## src/rtl/pic_pkg.sv

```systemverilog
// Shared constants, FSM state type and pixel-position helper for the
// picture ROM reader.
package pic_pkg;

  localparam int NUM_PIX    = 784;  // 28 x 28 pixels per frame
  localparam int IMG_W      = 28;   // pixels per row
  localparam int PIX_ADDR_W = 10;   // ROM address width
  localparam int PIX_W      = 8;    // pixel width
  localparam int POS_W      = 5;    // row / column index width

  typedef enum logic [1:0] {
    IDLE  = 2'd0,
    ISSUE = 2'd1,
    DRAIN = 2'd2,
    DONE  = 2'd3
  } pic_state_e;

  typedef struct packed {
    logic [POS_W-1:0] row;
    logic [POS_W-1:0] col;
  } pix_pos_t;

  // Raster-order successor of a pixel position: column wraps at the end of
  // a row and carries into the row index.
  function automatic pix_pos_t next_pos(input pix_pos_t pos, input int img_w);
    pix_pos_t nxt;
    nxt = pos;
    if (pos.col == POS_W'(img_w - 1)) begin
      nxt.col = '0;
      nxt.row = pos.row + 1'b1;
    end else begin
      nxt.col = pos.col + 1'b1;
    end
    return nxt;
  endfunction

endpackage

```

## src/rtl/pic_skid_fifo.sv

```systemverilog
// Small synchronous FIFO that absorbs ROM returns while the downstream
// stream is stalled. Any depth (not only powers of two) is supported.
module pic_skid_fifo #(
  parameter int WIDTH = 19,
  parameter int DEPTH = 3,
  parameter int CNT_W = $clog2(DEPTH + 1)
) (
  input  logic             clk,
  input  logic             rst,
  input  logic             push,
  input  logic [WIDTH-1:0] din,
  input  logic             pop,
  output logic [WIDTH-1:0] dout,
  output logic [CNT_W-1:0] count,
  output logic             empty
);

  localparam int PTR_W = (DEPTH > 1) ? $clog2(DEPTH) : 1;

  logic [WIDTH-1:0] mem [DEPTH];
  logic [PTR_W-1:0] wr_ptr;
  logic [PTR_W-1:0] rd_ptr;
  logic             full;
  logic             wr_en;
  logic             rd_en;

  function automatic logic [PTR_W-1:0] ptr_inc(input logic [PTR_W-1:0] ptr);
    return (ptr == PTR_W'(DEPTH - 1)) ? '0 : ptr + 1'b1;
  endfunction

  assign empty = (count == '0);
  assign full  = (count == CNT_W'(DEPTH));
  assign rd_en = pop && !empty;
  // A full FIFO may still accept a write in the same cycle its head leaves.
  assign wr_en = push && (!full || rd_en);
  assign dout  = mem[rd_ptr];

  // Pointer and occupancy bookkeeping.
  // NOTE: sequential state uses non-blocking assignments so every register
  // samples the pre-edge values of its inputs, independent of block order.
  always_ff @(posedge clk) begin
    if (rst) begin
      wr_ptr <= '0;
      rd_ptr <= '0;
      count  <= '0;
    end else begin
      if (wr_en) wr_ptr <= ptr_inc(wr_ptr);
      if (rd_en) rd_ptr <= ptr_inc(rd_ptr);
      case ({wr_en, rd_en})
        2'b10:   count <= count + 1'b1;
        2'b01:   count <= count - 1'b1;
        default: count <= count;
      endcase
    end
  end

  // Entry storage.
  // NOTE: the storage array has no reset; an entry is only observable after
  // it has been written, and leaving it unreset lets it map onto plain RAM.
  always_ff @(posedge clk) begin
    if (wr_en) mem[wr_ptr] <= din;
  end

endmodule

```

## src/rtl/pic_reader.sv

```systemverilog
// Read-side initiator for the 28x28 picture ROM: walks addresses 0..783,
// absorbs the ROM read latency and presents pixels as a valid/ready stream
// tagged with row, column and last-pixel flag.
module pic_reader #(
  parameter int NUM_PIX    = pic_pkg::NUM_PIX,
  parameter int IMG_W      = pic_pkg::IMG_W,
  parameter int ADDR_W     = pic_pkg::PIX_ADDR_W,
  parameter int DATA_W     = pic_pkg::PIX_W,
  parameter int RAM_LAT    = 1,
  parameter int FIFO_DEPTH = RAM_LAT + 2
) (
  input  logic              clk,
  input  logic              rst,
  input  logic              start,
  output logic              busy,
  output logic              done,
  output logic              ram_en,
  output logic [ADDR_W-1:0] ram_addr,
  input  logic [DATA_W-1:0] ram_data,
  output logic              pix_valid,
  input  logic              pix_ready,
  output logic [DATA_W-1:0] pix_data,
  output logic [4:0]        pix_row,
  output logic [4:0]        pix_col,
  output logic              pix_last
);

  import pic_pkg::*;

  localparam int CNT_W   = $clog2(FIFO_DEPTH + 1);
  localparam int OCC_W   = CNT_W + 2;
  localparam int ENTRY_W = 1 + 2 * POS_W + DATA_W;

  pic_state_e        state;
  pic_state_e        state_nxt;
  logic [ADDR_W-1:0] rd_ptr;
  logic [RAM_LAT-1:0] rd_vld_sr;   // bit RAM_LAT-1 lines up with ram_data
  logic [ADDR_W-1:0] tag_cnt;
  pix_pos_t          tag_pos;
  logic [CNT_W-1:0]  fifo_count;
  logic              fifo_empty;
  logic [OCC_W-1:0]  occupancy;
  logic              issue;
  logic              frame_start;
  logic              push;
  logic              pop;
  logic              tag_last;
  logic [ENTRY_W-1:0] push_entry;
  logic [ENTRY_W-1:0] head_entry;

  assign push     = rd_vld_sr[RAM_LAT-1];
  assign pop      = !fifo_empty && pix_ready;
  assign tag_last = (tag_cnt == ADDR_W'(NUM_PIX - 1));

  // Entries already in the FIFO plus reads still in flight; the current
  // pop is deliberately left out so pix_ready never reaches ram_en.
  always_comb begin
    occupancy = OCC_W'(fifo_count);
    for (int i = 0; i < RAM_LAT; i++) begin
      occupancy = occupancy + OCC_W'(rd_vld_sr[i]);
    end
  end

  // Next-state and read-issue decode.
  // NOTE: every always_comb output gets a default first, so no path through
  // the case statement leaves a signal unassigned and infers a latch.
  always_comb begin
    state_nxt   = state;
    issue       = 1'b0;
    frame_start = 1'b0;
    case (state)
      IDLE: begin
        if (start) begin
          state_nxt   = ISSUE;
          frame_start = 1'b1;
        end
      end
      ISSUE: begin
        if (occupancy < OCC_W'(FIFO_DEPTH)) begin
          issue = 1'b1;
          if (rd_ptr == ADDR_W'(NUM_PIX - 1)) state_nxt = DRAIN;
        end
      end
      DRAIN: begin
        if (pop && pix_last) state_nxt = DONE;
      end
      DONE: begin
        state_nxt = IDLE;
      end
      default: begin
        state_nxt = IDLE;
      end
    endcase
  end

  // FSM state register.
  always_ff @(posedge clk) begin
    if (rst) state <= IDLE;
    else     state <= state_nxt;
  end

  // Read pointer: restarts at 0 per frame and parks on the final address
  // rather than wrapping.
  always_ff @(posedge clk) begin
    if (rst || frame_start) begin
      rd_ptr <= '0;
    end else if (issue && (rd_ptr != ADDR_W'(NUM_PIX - 1))) begin
      rd_ptr <= rd_ptr + 1'b1;
    end
  end

  // In-flight tracker; clearing it on reset drops any read still returning.
  always_ff @(posedge clk) begin
    if (rst) rd_vld_sr <= '0;
    else     rd_vld_sr <= RAM_LAT'({rd_vld_sr, issue});
  end

  // Raster position of the next pixel to enter the FIFO.
  always_ff @(posedge clk) begin
    if (rst || frame_start) begin
      tag_cnt <= '0;
      tag_pos <= '0;
    end else if (push) begin
      tag_cnt <= tag_cnt + 1'b1;
      tag_pos <= next_pos(tag_pos, IMG_W);
    end
  end

  assign push_entry = {tag_last, tag_pos.row, tag_pos.col, ram_data};

  pic_skid_fifo #(
    .WIDTH (ENTRY_W),
    .DEPTH (FIFO_DEPTH),
    .CNT_W (CNT_W)
  ) u_fifo (
    .clk   (clk),
    .rst   (rst),
    .push  (push),
    .din   (push_entry),
    .pop   (pop),
    .dout  (head_entry),
    .count (fifo_count),
    .empty (fifo_empty)
  );

  // Stream outputs are forced to zero while the FIFO is empty so nothing
  // from unwritten storage leaks out.
  assign pix_valid = !fifo_empty;
  assign {pix_last, pix_row, pix_col, pix_data} = fifo_empty ? '0 : head_entry;

  assign ram_en   = issue;
  assign ram_addr = rd_ptr;
  assign busy     = (state == ISSUE) || (state == DRAIN);
  assign done     = (state == DONE);

endmodule
```

## config.mk

```make
export PLATFORM = sky130hd
export DESIGN_NAME = pic_reader
export DESIGN_NICKNAME = d
export VERILOG_FILES = /design/src/rtl/pic_pkg.sv /design/src/rtl/pic_skid_fifo.sv /design/src/rtl/pic_reader.sv
export SDC_FILE = /design/constraint.sdc
export NUM_CORES = 1
export LEC_CHECK = 0
export CAP_MARGIN = 20
export CORE_UTILIZATION = 56
export DETAILED_ROUTE_END_ITERATION = 8
export GPL_ROUTABILITY_DRIVEN = 0
export PLACE_DENSITY = 0.87
export SLEW_MARGIN = 0
export SYNTH_ARGS = -nofsm -noshare
export SYNTH_HDL_FRONTEND = slang
export SYNTH_SLANG_ARGS = --single-unit
export TNS_END_PERCENT = 50
```

## constraint.sdc

```tcl
create_clock -name clk -period 5 [get_ports clk]
set_input_delay 1.25 -clock clk [delete_from_list [all_inputs] [get_ports clk]]
set_output_delay 1.25 -clock clk [all_outputs]
set_load 0.01 [all_outputs]
```

==> metrics, run 1 <==
status finished clean; VDD IR max about 200 uV; Syn Area/Cell 11.83 um2; total number of vias 2669; Via density 5.403; Yosys top cell area share 0.4147; FF+latch count, synth 98; Worst Max-Slew Pin Slew 0.9843 ns; H-tree Lvls 3; Post-Layout Inst Area between 4000 and 5000 um2; CTS max path bufs 2; CP Launch Type register; share of layout cells above drive strength 1 0.07789; P&R area growth vs syn 17.37%; cell area power density 404.0 nW/um2; Diodes inserted 0; Worst EP arrival 2.70 ns; DP Area between 4000 and 5000 um2; Die Y slightly below 90 um; clk_lat worst skew 0.37 ns; main flop type after synthesis edfxtp_1; Reg clk slew, reported paths 0.10 ns; Synth top cells by count nor2_1, edfxtp_1, dfxtp_1; final core utilization 0.6977; CTS tree done; number of buffers created by CTS 9; FF-to-FF path depth 6; CP endpoint kind output pin; Hold Crit Class reg2reg; critical path, cell by cell ha_1 > ha_1 > a21oi_2 > nand2_1 > inv_1 > clkdlybuf4s50_1; Finish-stage setup viols 0; post-synthesis sequential area ratio 0.6135; Crit path top cell by count ha_1; syn_nets 372; RSZ-0062 raised after global routing false; Crit path largest cell delay 0.72 ns; Critical Path Fanout Max 13; I/O Pins 45; fmax about 0.25 GHz; initial antenna violation count 0; Die ar. slightly below 8000 um2; critical path class reg2out; Final Skew between 0.01 and 0.015 ns; NumNets Final 416; first drt pass iteration count 4; Site Rows 30; largest net degree at the start of global routing 40; top area cells in the synthesized netlist edfxtp_1, dfxtp_1, nor2_1; Layout fillers 492; hold_buf cts 0; Critical-path top delay cell dfxtp_1; DRT iter0 DRCs 147; setup TNS 0 ns; most frequent cell after synthesis nor2_1; wirelength, routed 7591 um; Hold Vio Cnt, Final 0; Final Cycle Share 0.7899; synth warn 0; Resize count post-CTS 0; vias in the first global route 2718; MaxCap Viol Count 0; WP data required around 3.8 ns; worst relative slew slack 0.3438; cell accounting for the most synthesized area edfxtp_1; crit path time final between 3 and 4 ns; Initial Util 0.5944; GRT Residual Overflow 0; CTS Root Buffer Type clkbuf_8; hold_ws between 0.5 and 0.6 ns; post-synth cell types 44; first-pass GRT wire length 12450 um; I/O Buffers 44; Async SR Flop Fraction 0; core area 6944 um2; Sink Count a little under 100; GRT Total Usage 0.2135; Worst Hold Depth 0; Routed WL per cell 15.37 um; Post-Synthesis Cell Area 4128 um2; cell count after synthesis 349; # DRC 0; detailed placement HPWL 5042 um; Antenna Nets Post-Route 0; Slew Limit Fails 0; Post-CTS Setup Inserts 0; DIE WIDTH 87.86 um; leakage 0.001715 uW; Post-synth EDFFs 57
cells in the final DEF, fill, tap and decap left out, types with 7 or more instances in the layout:
| cell | instances |
|---|---|
| nand4_1 | 8 |
| nand3_1 | 8 |
| mux2i_1 | 23 |
| inv_1 | 8 |
| nand2_1 | 7 |
| dfxtp_1 | 41 |
| a21oi_1 | 28 |
| xor2_1 | 16 |
| ha_1 | 11 |
| nor2_1 | 64 |
| clkbuf_8 | 9 |
| clkdlybuf4s50_1 | 44 |
| edfxtp_1 | 57 |
where the power goes:
part / switching (uW) / leakage, uW / total [uW] / internal [uW]
sequential: 45.5 / 0.000851 / 957 / 912
clock: 287 / 0.0000884 / 477 / 189
combinational: 275 / 0.000776 / 523 / 248
final timing paths:
path / startpoint / endpoint / slack [ns]
setup / recovery: push / ram_en / 1.05
hold / removal: push_entry[17] / u_fifo.mem[0][17] / 0.52
setup reg to reg: push / state[1] / 2.57
hold reg to reg: push_entry[17] / u_fifo.mem[0][17] / 0.52
routing by layer:
metal	up-vias	wire length, um	global-route usage
li1	1332	-	-
met1	1283	3271	0.2488
met2	44	3979	0.3855
met3	10	234	0.03582
met4	0	106	0.09538
met5	-	0	0
registers in the layout, indices dropped and copies added (netlist names), named ones only:
register       cells
u_fifo.wr_ptr      2
tag_cnt           10
u_fifo.mem        57
push_entry        10
state              2
push               1
u_fifo.rd_ptr      2
ram_addr          10
u_fifo.count       2
critical path, delay by kind of cell (launching register included):
kind / cells / cell delay, ns
AOI/OAI and AO/OA: 1 / 0.34
buffers and inverters: 2 / 0.61
and+or+nand+nor: 1 / 0.16
adders and majority gates: 2 / 0.51
DFF: 1 / 0.72
area by class of cell:
class                           instances  area, um2  area share
Sequential cell                        98       2532      0.5227
Multi-Input combinational cell        228       1506      0.3109
Timing Repair Buffer                   48      470.5     0.09711
Clock buffer                            9      123.9     0.02557
Tap cell                               96      120.1     0.02479
Clock inverter                          7      61.31     0.01265
Inverter                                8      30.03    0.006198
kinds of logic (layout without fill, tap and decap cells):
group	after synthesis	in the layout	share of synthesized area
XOR/XNOR	22	22	0.04668
AO/OA/AOI/OAI	45	45	0.07002
flip-flops	98	98	0.6135
multiplexers	24	24	0.05941
AND/OR/NAND/NOR	126	126	0.1528
adder cells (fa/ha/maj)	11	11	0.03334
buffers and inverters	23	72	0.02425
per-stage QoR:
step,total power (uW),std cells,setup slack [ns]
global placement,1475,478,1.444
detailed placement,1501,478,1.327
CTS,1970,494,1.086
floorplan,1297,349,1.001
finish,1957,494,1.050
global route,2057,494,0.9116
Power figures use the tool's default switching activity.
==> run 2: changes to the inputs <==
Settings changed: CORE_UTILIZATION 56 to 50, PLACE_DENSITY 0.87 to 0.83.
Clock period 5 ns to 3.4 ns, I/O delays scaled along.
==> metrics, run 2 (same netlist as run 1, synthesis figures left out) <==
status finished clean; VDD IR max 248.9 uV; FF-to-FF Start u_fifo.count[0]; CP Launch Type register; wirelength, routed 7584 um; CTS Root Buffer Type clkbuf_8; met3 usage in global routing 0.03530; core area 7848 um2; met1 usage 0.2363; I/O Buffers 44; leakage roughly 0.0018 uW; critical path class reg2out; Crit path top cell by count ha_1; largest net degree at the start of global routing 40; DIE WIDTH 92.86 um; Finished Layout Cells 504; Crit path largest cell delay 0.53 ns; detailed placement HPWL 5010 um; Die ar. 8623 um2; H-tree Lvls 3; Layout fillers 622; max reg flops 57; Hold Vio Cnt, Final 0; RSZ-0062 raised after global routing false; vias in the first global route 2664; Die Y 92.86 um; busiest grt layer met2; total number of vias between 2000 and 3000; hold path start ram_addr[9]; Sink Count 98; worst setup path start u_fifo.count[0]; WP data required 2.55 ns; Final Cycle Share 0.9451; CTS tree done; GRT Residual Overflow 0; Routed WL per cell between 15 and 20 um; Diodes inserted 0; GRT Total Usage 0.1857; Worst Max-Slew Pin Slew around 0.58 ns; most common cell after layout, fill and taps aside nor2_1; hold_buf cts 0; Post-Layout Inst Area approximately 5000 um2; crit path time final 3.213 ns; Finish-stage setup viols 0; I/O Pins 45; Inst Count DP 488; number of buffers created by CTS 9; setup TNS 0 ns; Critical-path top delay cell clkdlybuf4s50_1; Antenna Nets Post-Route 0; DRT iter0 DRCs ~180; CP endpoint kind output pin; Via density 5.387; DP Area 4706 um2; first drt pass iteration count 4; first-pass GRT wire length 12360 um; Critical Path Fanout Max 7; share of layout cells above drive strength 1 0.08209; Overall Power 2979 uW; Site Rows 32; Slew Limit Fails 0; Initial Util 0.5260; worst relative slew slack 0.6103; MaxCap Viol Count 0; critical path, cell by cell ha_1 > ha_1 > a21oi_2 > nand2_1 > inv_1 > clkdlybuf4s50_1; Post-CTS Setup Inserts 0; cell area power density 606.1 nW/um2; Reg clk slew, reported paths 0.09 ns; Hold Crit Class reg2reg; P&R area growth vs syn 19.07%; fmax approximately 0.31 GHz; commonest non-fill, non-tap cells in the layout nor2_1, edfxtp_1, clkdlybuf4s50_1, dfxtp_1, a21oi_1; clk_lat worst skew between 0.3 and 0.4 ns; grt met2 use 0.3131; Largest Register u_fifo.mem; Final Skew 0.01275 ns; initial antenna violation count 0; NumNets Final 420; Resize count post-CTS 0; CTS max path bufs 2; Worst EP arrival between 2 and 2.5 ns; # DRC 0
## run 2: changes by cell type in the layout (fill, tap and decap cells not counted), moves of 2 or more
cell       change
buf_4          +4
bufinv_16      +2
clkinv_2       +2
clkinv_4       -2
inv_6          -2
## run 2: metrics by stage
| stage | worst slack (ns) | util | hold slack, ns |
|---|---|---|---|
| 2_1_floorplan | 0.3346 | - | 0.4625 |
| 3_3_place_gp | 0.5496 | 0.5996 | 0.4979 |
| 3_5_place_dp | 0.5009 | 0.5996 | 0.5034 |
| 4_1_cts | 0.1802 | 0.6263 | 0.5235 |
| 5_1_grt | 0.05455 | 0.6263 | 0.5395 |
| 6_report | 0.1867 | 0.6263 | 0.5216 |
## run 2: critical path: cells and delay by family, from the launching register on
| kind | cells | cell delay (ns) |
|---|---|---|
| buf+inv | 2 | 0.61 |
| simple gates | 1 | 0.14 |
| flops | 1 | 0.39 |
| fa+ha+maj | 2 | 0.53 |
| compound gates | 1 | 0.34 |
## run 2: worst paths after layout
check / end / slack, ns / cells past startpoint
max reg2reg: ram_addr[4] / 1.32 / 6
max: ram_en / 0.19 / 6
min reg2reg: ram_addr[9] / 0.52 / 2
min: ram_addr[9] / 0.52 / 2
## run 2: area by class of cell
cell class | count | area, um2 | share of cell area
flip-flops and latches | 98 | 2532 | 0.5153
multi-input cells | 228 | 1515 | 0.3083
inverters | 8 | 30.03 | 0.006110
clock buffers | 10 | 127.6 | 0.02597
well taps | 102 | 127.6 | 0.02597
repair buffers | 52 | 500.5 | 0.1018
clock inverters | 6 | 81.33 | 0.01655
## run 2: power breakdown
| part | internal, uW | total (uW) | switching [uW] |
|---|---|---|---|
| sequential | 1340 | 1400 | 56.6 |
| clock | 410 | 783 | 373 |
| combinational | 382 | 798 | 416 |
## run 2: layer usage
layer  wire, um  share of wire
met5          0              0
met4         72         0.0095
met3        304          0.040
met2       3797           0.50
met1       3409           0.45
